**config.mk**
```make
export PLATFORM = sky130hd
export DESIGN_NAME = complex_multiplier_pipe
export DESIGN_NICKNAME = d
export VERILOG_FILES = /design/src/rtl/complex_multiplier_pipe.sv
export SDC_FILE = /design/constraint.sdc
export NUM_CORES = 2
export LEC_CHECK = 0
export ABC_AREA = 1
export CAP_MARGIN = 20
export CORE_MARGIN = 10
export CORE_UTILIZATION = 50
export DETAILED_ROUTE_END_ITERATION = 16
export PLACE_DENSITY = 0.67
export SLEW_MARGIN = 40
export SYNTH_ARGS = -nofsm -noshare
export SYNTH_HDL_FRONTEND = slang
export SYNTH_SLANG_ARGS = --single-unit
```
**constraint.sdc**
```tcl
create_clock -name clk -period 16.1 [get_ports clk]
set_clock_uncertainty 0.15 [all_clocks]
set_input_delay 3.22 -clock clk [delete_from_list [all_inputs] [get_ports clk]]
set_output_delay 3.22 -clock clk [all_outputs]
set_load 0.01 [all_outputs]
```
**src/rtl/complex_multiplier_pipe.sv**
```systemverilog
// complex_multiplier_pipe: three-stage pipelined signed complex multiplier,
// y = a * b or y = a * conj(b), with valid/ready flow control and a sideband tag.
// Optional macro ROUND_SAT_EN: round half-up before the output shift and
// saturate on narrowing (drives sat_flag). Without it the shift truncates,
// narrowing wraps, and sat_flag stays 0. Latency is 3 cycles in both builds.
module complex_multiplier_pipe #(
  parameter int A_WIDTH   = 16,
  parameter int B_WIDTH   = 18,
  parameter int OUT_SHIFT = 0,
  parameter int OUT_WIDTH = 35,
  parameter int TAG_WIDTH = 8
) (
  input  logic                        clk,
  input  logic                        rst_n,
  input  logic                        in_valid,
  output logic                        in_ready,
  input  logic signed [A_WIDTH-1:0]   a_re,
  input  logic signed [A_WIDTH-1:0]   a_im,
  input  logic signed [B_WIDTH-1:0]   b_re,
  input  logic signed [B_WIDTH-1:0]   b_im,
  input  logic                        conj_b,
  input  logic [TAG_WIDTH-1:0]        in_tag,
  output logic                        out_valid,
  input  logic                        out_ready,
  output logic signed [OUT_WIDTH-1:0] y_re,
  output logic signed [OUT_WIDTH-1:0] y_im,
  output logic [TAG_WIDTH-1:0]        out_tag,
  output logic                        sat_flag
);

  // BX holds b and its negation; PW holds one product; FW holds a sum of two products.
  localparam int BX = B_WIDTH + 1;
  localparam int PW = A_WIDTH + B_WIDTH + 1;
  localparam int FW = A_WIDTH + B_WIDTH + 2;

`ifdef ROUND_SAT_EN
  localparam logic signed [FW-1:0] RND     = (FW'(1) << OUT_SHIFT) >> 1;
  localparam logic signed [FW-1:0] SAT_MAX = (FW'(1) << (OUT_WIDTH - 1)) - FW'(1);
  localparam logic signed [FW-1:0] SAT_MIN = ~SAT_MAX;
`endif

  // The whole pipe moves as one; a stalled output freezes every stage.
  logic advance;
  assign advance  = !out_valid || out_ready;
  assign in_ready = advance;

  logic                      v1;
  logic signed [A_WIDTH-1:0] a_re_s1, a_im_s1;
  logic signed [BX-1:0]      b_re_s1, b_im_s1;
  logic [TAG_WIDTH-1:0]      tag_s1;

  logic                      v2;
  logic signed [PW-1:0]      p_rr, p_ii, p_ri, p_ir;
  logic [TAG_WIDTH-1:0]      tag_s2;

  logic signed [PW-1:0]      a_re_x, a_im_x, b_re_x, b_im_x;
  logic signed [FW-1:0]      re_sum, im_sum, re_adj, im_adj;
  logic [OUT_WIDTH:0]        re_red, im_red;
  logic                      sat_nxt;

  // Narrow a shifted full-width value to OUT_WIDTH; MSB of the result flags clipping.
  function automatic logic [OUT_WIDTH:0] reduce(input logic signed [FW-1:0] v);
`ifdef ROUND_SAT_EN
    if (v > SAT_MAX)
      reduce = {1'b1, SAT_MAX[OUT_WIDTH-1:0]};
    else if (v < SAT_MIN)
      reduce = {1'b1, SAT_MIN[OUT_WIDTH-1:0]};
    else
      reduce = {1'b0, v[OUT_WIDTH-1:0]};
`else
    reduce = {1'b0, v[OUT_WIDTH-1:0]};
`endif
  endfunction

  // Stage 1: capture operands and tag; conj(b) is applied here by negating b_im one bit wider.
  always_ff @(posedge clk or negedge rst_n) begin
    if (!rst_n) begin
      v1      <= 1'b0;
      a_re_s1 <= '0;
      a_im_s1 <= '0;
      b_re_s1 <= '0;
      b_im_s1 <= '0;
      tag_s1  <= '0;
    end else if (advance) begin
      v1 <= in_valid;
      if (in_valid) begin
        a_re_s1 <= a_re;
        a_im_s1 <= a_im;
        b_re_s1 <= {b_re[B_WIDTH-1], b_re};
        b_im_s1 <= conj_b ? -{b_im[B_WIDTH-1], b_im} : {b_im[B_WIDTH-1], b_im};
        tag_s1  <= in_tag;
      end
    end
  end

  assign a_re_x = PW'(a_re_s1);
  assign a_im_x = PW'(a_im_s1);
  assign b_re_x = PW'(b_re_s1);
  assign b_im_x = PW'(b_im_s1);

  // Stage 2: the four partial products, each exact in PW bits.
  always_ff @(posedge clk or negedge rst_n) begin
    if (!rst_n) begin
      v2     <= 1'b0;
      p_rr   <= '0;
      p_ii   <= '0;
      p_ri   <= '0;
      p_ir   <= '0;
      tag_s2 <= '0;
    end else if (advance) begin
      v2 <= v1;
      if (v1) begin
        p_rr   <= a_re_x * b_re_x;
        p_ii   <= a_im_x * b_im_x;
        p_ri   <= a_re_x * b_im_x;
        p_ir   <= a_im_x * b_re_x;
        tag_s2 <= tag_s1;
      end
    end
  end

  assign re_sum = FW'(p_rr) - FW'(p_ii);
  assign im_sum = FW'(p_ri) + FW'(p_ir);

`ifdef ROUND_SAT_EN
  assign re_adj = (re_sum + RND) >>> OUT_SHIFT;
  assign im_adj = (im_sum + RND) >>> OUT_SHIFT;
`else
  assign re_adj = re_sum >>> OUT_SHIFT;
  assign im_adj = im_sum >>> OUT_SHIFT;
`endif

  assign re_red  = reduce(re_adj);
  assign im_red  = reduce(im_adj);
  assign sat_nxt = re_red[OUT_WIDTH] | im_red[OUT_WIDTH];

  // Stage 3: registered outputs; they only change when the pipe advances, so a stalled beat holds.
  always_ff @(posedge clk or negedge rst_n) begin
    if (!rst_n) begin
      out_valid <= 1'b0;
      y_re      <= '0;
      y_im      <= '0;
      out_tag   <= '0;
      sat_flag  <= 1'b0;
    end else if (advance) begin
      out_valid <= v2;
      if (v2) begin
        y_re     <= re_red[OUT_WIDTH-1:0];
        y_im     <= im_red[OUT_WIDTH-1:0];
        out_tag  <= tag_s2;
        sat_flag <= sat_nxt;
      end
    end
  end

endmodule

```
Word level (Yosys, flattened, before mapping)
Cells that the tools add are included.
- register bits after elaboration: 304
- input bits: 81
- output and inout port bits: 81
- logic and storage cells: 29
- add/sub/neg operators: 3
- $mul: 4
- muxes and demuxes: 1
- reductions and logical operators: 5
- operators with widths (kind ; number):
    $mul A16 B19 Y35 ; 2
    $mul A16 B18 Y34 ; 2
    $add A35 B34 Y35 ; 1
    $sub A34 B35 Y35 ; 1
    $mux W19 ; 1
    $neg A19 Y19 ; 1
    $reduce_and A2 Y1 ; 3
    $logic_not A1 Y1 ; 1
    $logic_or A1 B1 Y1 ; 1

Logic depth before layout (Yosys ltp)
- depth in word-level cells: 3
- depth in mapped cells: 30
- depth with buffers taken out: 28

Least setup slack after synthesis
Ideal clock, no wire load.
- path kind: input -> output
- from: input out_ready
- to: output in_ready
- arrival: 3426 ps
- required time: 12730 ps
- path slack: 9304 ps
- stages: 2
- path buffers: 0
- path through: nor2_2 inv_2
- cells in the longest elaborated chain, start to end: 1
- RTL lines (item ; line ; text):
    start, declared ; 24 ; input logic out_ready,
    $logic_or A1 B1 Y1 ; 44 ; assign advance = !out_valid || out_ready;
    end, declared ; 16 ; output logic in_ready,
No other way between the ends.

Worst setup path in the final report
Same ends and word-level chain as after synthesis.

==> summary.md <==
| Metric | Value |
|---|---|
| Status | `complete, no violations` |
| Crit-path most repeated cell | `clkdlybuf4s50_1` |
| FF-to-FF path depth | `21` |
| Yosys reg bits | `304` |
| Synth unique cells | `45` |
| Vias per cell | `5.19` |
| Slowest cell on crit path | `clkdlybuf4s50_1` |
| Via Count | `53488` |
| Clk buf depth | `3` |
| Layout Area Growth over Synthesis | `7.04%` |
| Remaining global-route overflow | `0` |
| Placeable Area | `128000 sq um` |
| Final Util | `53.9%` |
| Port bufs | `160` |
| CP startpoint kind | `input port` |
| Cts hold-fix bufs | `0` |
| Max stage delay on crit path | `0.50 ns` |
| Register area | `7630 sq um` |
| CTS buffer count | `42` |
| Routability cong. | `0.959` |
| Met3 Usage GRT | `4.88%` |
| Fillers | `12415` |
| R2R Path End | `p_ri[32]` |
| Setup tns final | `0 ns` |
| IO Pins | `162` |
| Slew HR | `41.9%` |
| Worst Tran Pin Value | `0.872 ns` |
| Worst endpoint data arrival time | `4.52 ns` |
| FP Rows | `131` |
| Max-Cap Viols | `0` |
| Syn nets | `10356` |
| Die Y | `379 um` |
| RSZ-0062 raised after global routing | `false` |
| Most common cell after layout, fill and taps aside | `nand2_1` |
| Crit Path Max Fanout | `5` |
| Number of nets in the layout | `10303` |
| Die Wd | `379 um` |
| WL/cell | `18.6 um` |
| Starting Density | `50.4%` |
| Initial detailed-routing violation count | `4194` |
| # setup viols final | `0` |
| WHS Endpoint | `p_ir[3]` |
| Max-slew violation count | `0` |
| Multi-input logic area | `46700 sq um` |
| Global-route wire length before repair | `307 mm` |
| GR Util met1 | `39.2%` |
| Largest net degree at the start of global routing | `133` |
| Die area | `143000 sq um` |
| Clock root buffer | `clkbuf_16` |
| Type of the worst min-delay path | `flop to flop` |
| Worst R2R Start | `b_im_s1[18]` |
| Most used DFF post-synth | `dfrtp_1` |
| Detail Route Antenna Nets | `0` |
| Asr flop ratio synth | `100%` |
| Hold Vio Cnt, Final | `0` |
| Final antenna diode count | `0` |
| Number of global-route vias before repair | `54314` |
| DRC | `0` |
| Synth Instances | `8668` |
| Yosys top cell area share | `37.0%` |
| Most frequent cells in the layout | `nand2_1, inv_1, fa_1` |
| Synthesized cell area | `64300 sq um` |
| Cell chain of the critical path | `clkdlybuf4s50_1 > nor2_2 > inv_2 > clkdlybuf4s50_1` |
| Critical path's top delay family | `buffers and inverters` |
| Post-CTS sizing | `0` |
| Routed Wire Length | `192 mm` |
| Setup slack, reg-to-reg | `9.09 ns` |
| Hold Path Origin | `p_ir[3]` |
| Met2 usage | `41.7%` |
| Period utilisation layout | `49.0%` |
| Worst setup EP type | `output port` |
| Worst EP required | `12.73 ns` |
| Share of cells above drive strength 1 | `2.75%` |
| GR peak layer | `met2` |
| Post-synth top area cell | `fa_1` |
| CP bufs+invs | `3` |
| GRT Util Overall | `27.4%` |
| CP Class | `input port to output port` |
| Hold path depth | `2` |
| Clk sinks | `304` |
| CTS clk-pin slew, worst paths | `0.06 ns` |
| FMAX | `127 MHz` |
| Post-DP HPWL | `153 mm` |
| Top cells by area, synth | `fa_1, nand2_1, inv_1` |
| Post-synth EDFFs | `0` |
| Htree depth | `2` |
| TritonCTS clock tree | `done` |
| Setup Buffers After CTS | `0` |
| Synthesis warning total | `0` |
| Synthesized area per cell | `7.42 sq um` |
| Worst-Skew Late Latency | `0.65 ns` |
| Initial antenna violation count | `3` |
| Sequential element share of the synthesized area | `11.8%` |
| DRT Pass-1 Iters | `8` |
| Final Critical Period | `7.89 ns` |
## synth_stat cells (2+ instances only)
| master | instances |
|---|---|
| xnor2_1 | 72 |
| buf_2 | 22 |
| and3_1 | 3 |
| o21ai_0 | 195 |
| xor2_1 | 31 |
| a21o_1 | 2 |
| a21oi_1 | 185 |
| buf_1 | 58 |
| nor2_2 | 11 |
| o21ai_1 | 13 |
| or2_1 | 10 |
| a21oi_2 | 7 |
| fa_1 | 1190 |
| and2_1 | 10 |
| nand4_1 | 63 |
| nand3_2 | 5 |
| o21bai_1 | 34 |
| o211ai_1 | 2 |
| ha_1 | 417 |
| nor3_2 | 13 |
| o21a_1 | 2 |
| dfrtp_1 | 304 |
| clkbuf_1 | 252 |
| nor2_1 | 328 |
| a31oi_1 | 8 |
| nand3_1 | 276 |
| nor4_1 | 17 |
| nor3_1 | 23 |
| inv_2 | 4 |
| nand2_2 | 14 |
| inv_1 | 2319 |
| or2_2 | 15 |
| nand2_1 | 2706 |
| nand3b_1 | 42 |
| nor3b_2 | 3 |
| o21ai_2 | 3 |
## worst min-delay path, cell delays in order, from the launching register on
cell and delay [ns]:
dfrtp_1 0.34, nand2_1 0.05, nand2_1 0.05
## metal layers
metal	vias up	routed length, um
met5	-	13
li1	24828	-
met4	2	8230
met1	26407	83100
met2	1986	82900
met3	265	17600
## state kept, by name, indices dropped and copies added (netlist names), 18 cells and up
name	count
p_ri	35
b_im_s1	19
b_re_s1	18
p_ir	34
y_im	35
p_rr	34
p_ii	35
y_re	35
## cell type report
cell class	instances	share of cell area [%]
Tap cell	1662	3.02
Multi-Input combinational cell	5706	67.9
Clock inverter	27	0.458
Inverter	2324	12.7
Sequential cell	304	11.1
Clock buffer	49	1.62
Timing Repair Buffer	237	3.28
## stage by stage
step / worst slack [ns] / area [sq um] / instances / hold WS, ns
after global routing: 8.14 / 68800 / 10309 / 0.346
after global placement: 8.20 / 67300 / 10231 / 0.310
after floorplan: 9.30 / 64300 / 8668 / 0.281
after detailed placement: 8.20 / 67400 / 10232 / 0.313
final: 8.21 / 68800 / 10309 / 0.325
after CTS: 8.20 / 68800 / 10308 / 0.328
## kinds of logic after synthesis
kind of cell               Yosys count  synth area share [%]
AOI/OAI and AO/OA                  455                  3.79
xor gates and xnor gates           103                  1.40
adders and majority gates         1607                  45.2
buffers and inverters             2658                  15.6
DFF                                304                  11.8
other                                1               0.00583
and+or+nand+nor                   3540                  22.3
## how the worst max path moves through the flow
stage / from / depth (start not counted) / to
after global placement: out_ready / 4 / in_ready
after detailed placement: out_ready / 4 / in_ready
final: out_ready / 4 / in_ready
after CTS: out_ready / 4 / in_ready
after global routing: out_ready / 4 / in_ready
after floorplan: out_ready / 2 / in_ready
Power is left out: the tool's default activity adds up to more than one toggle a clock period on the data nets, which glitch-free logic cannot reach.
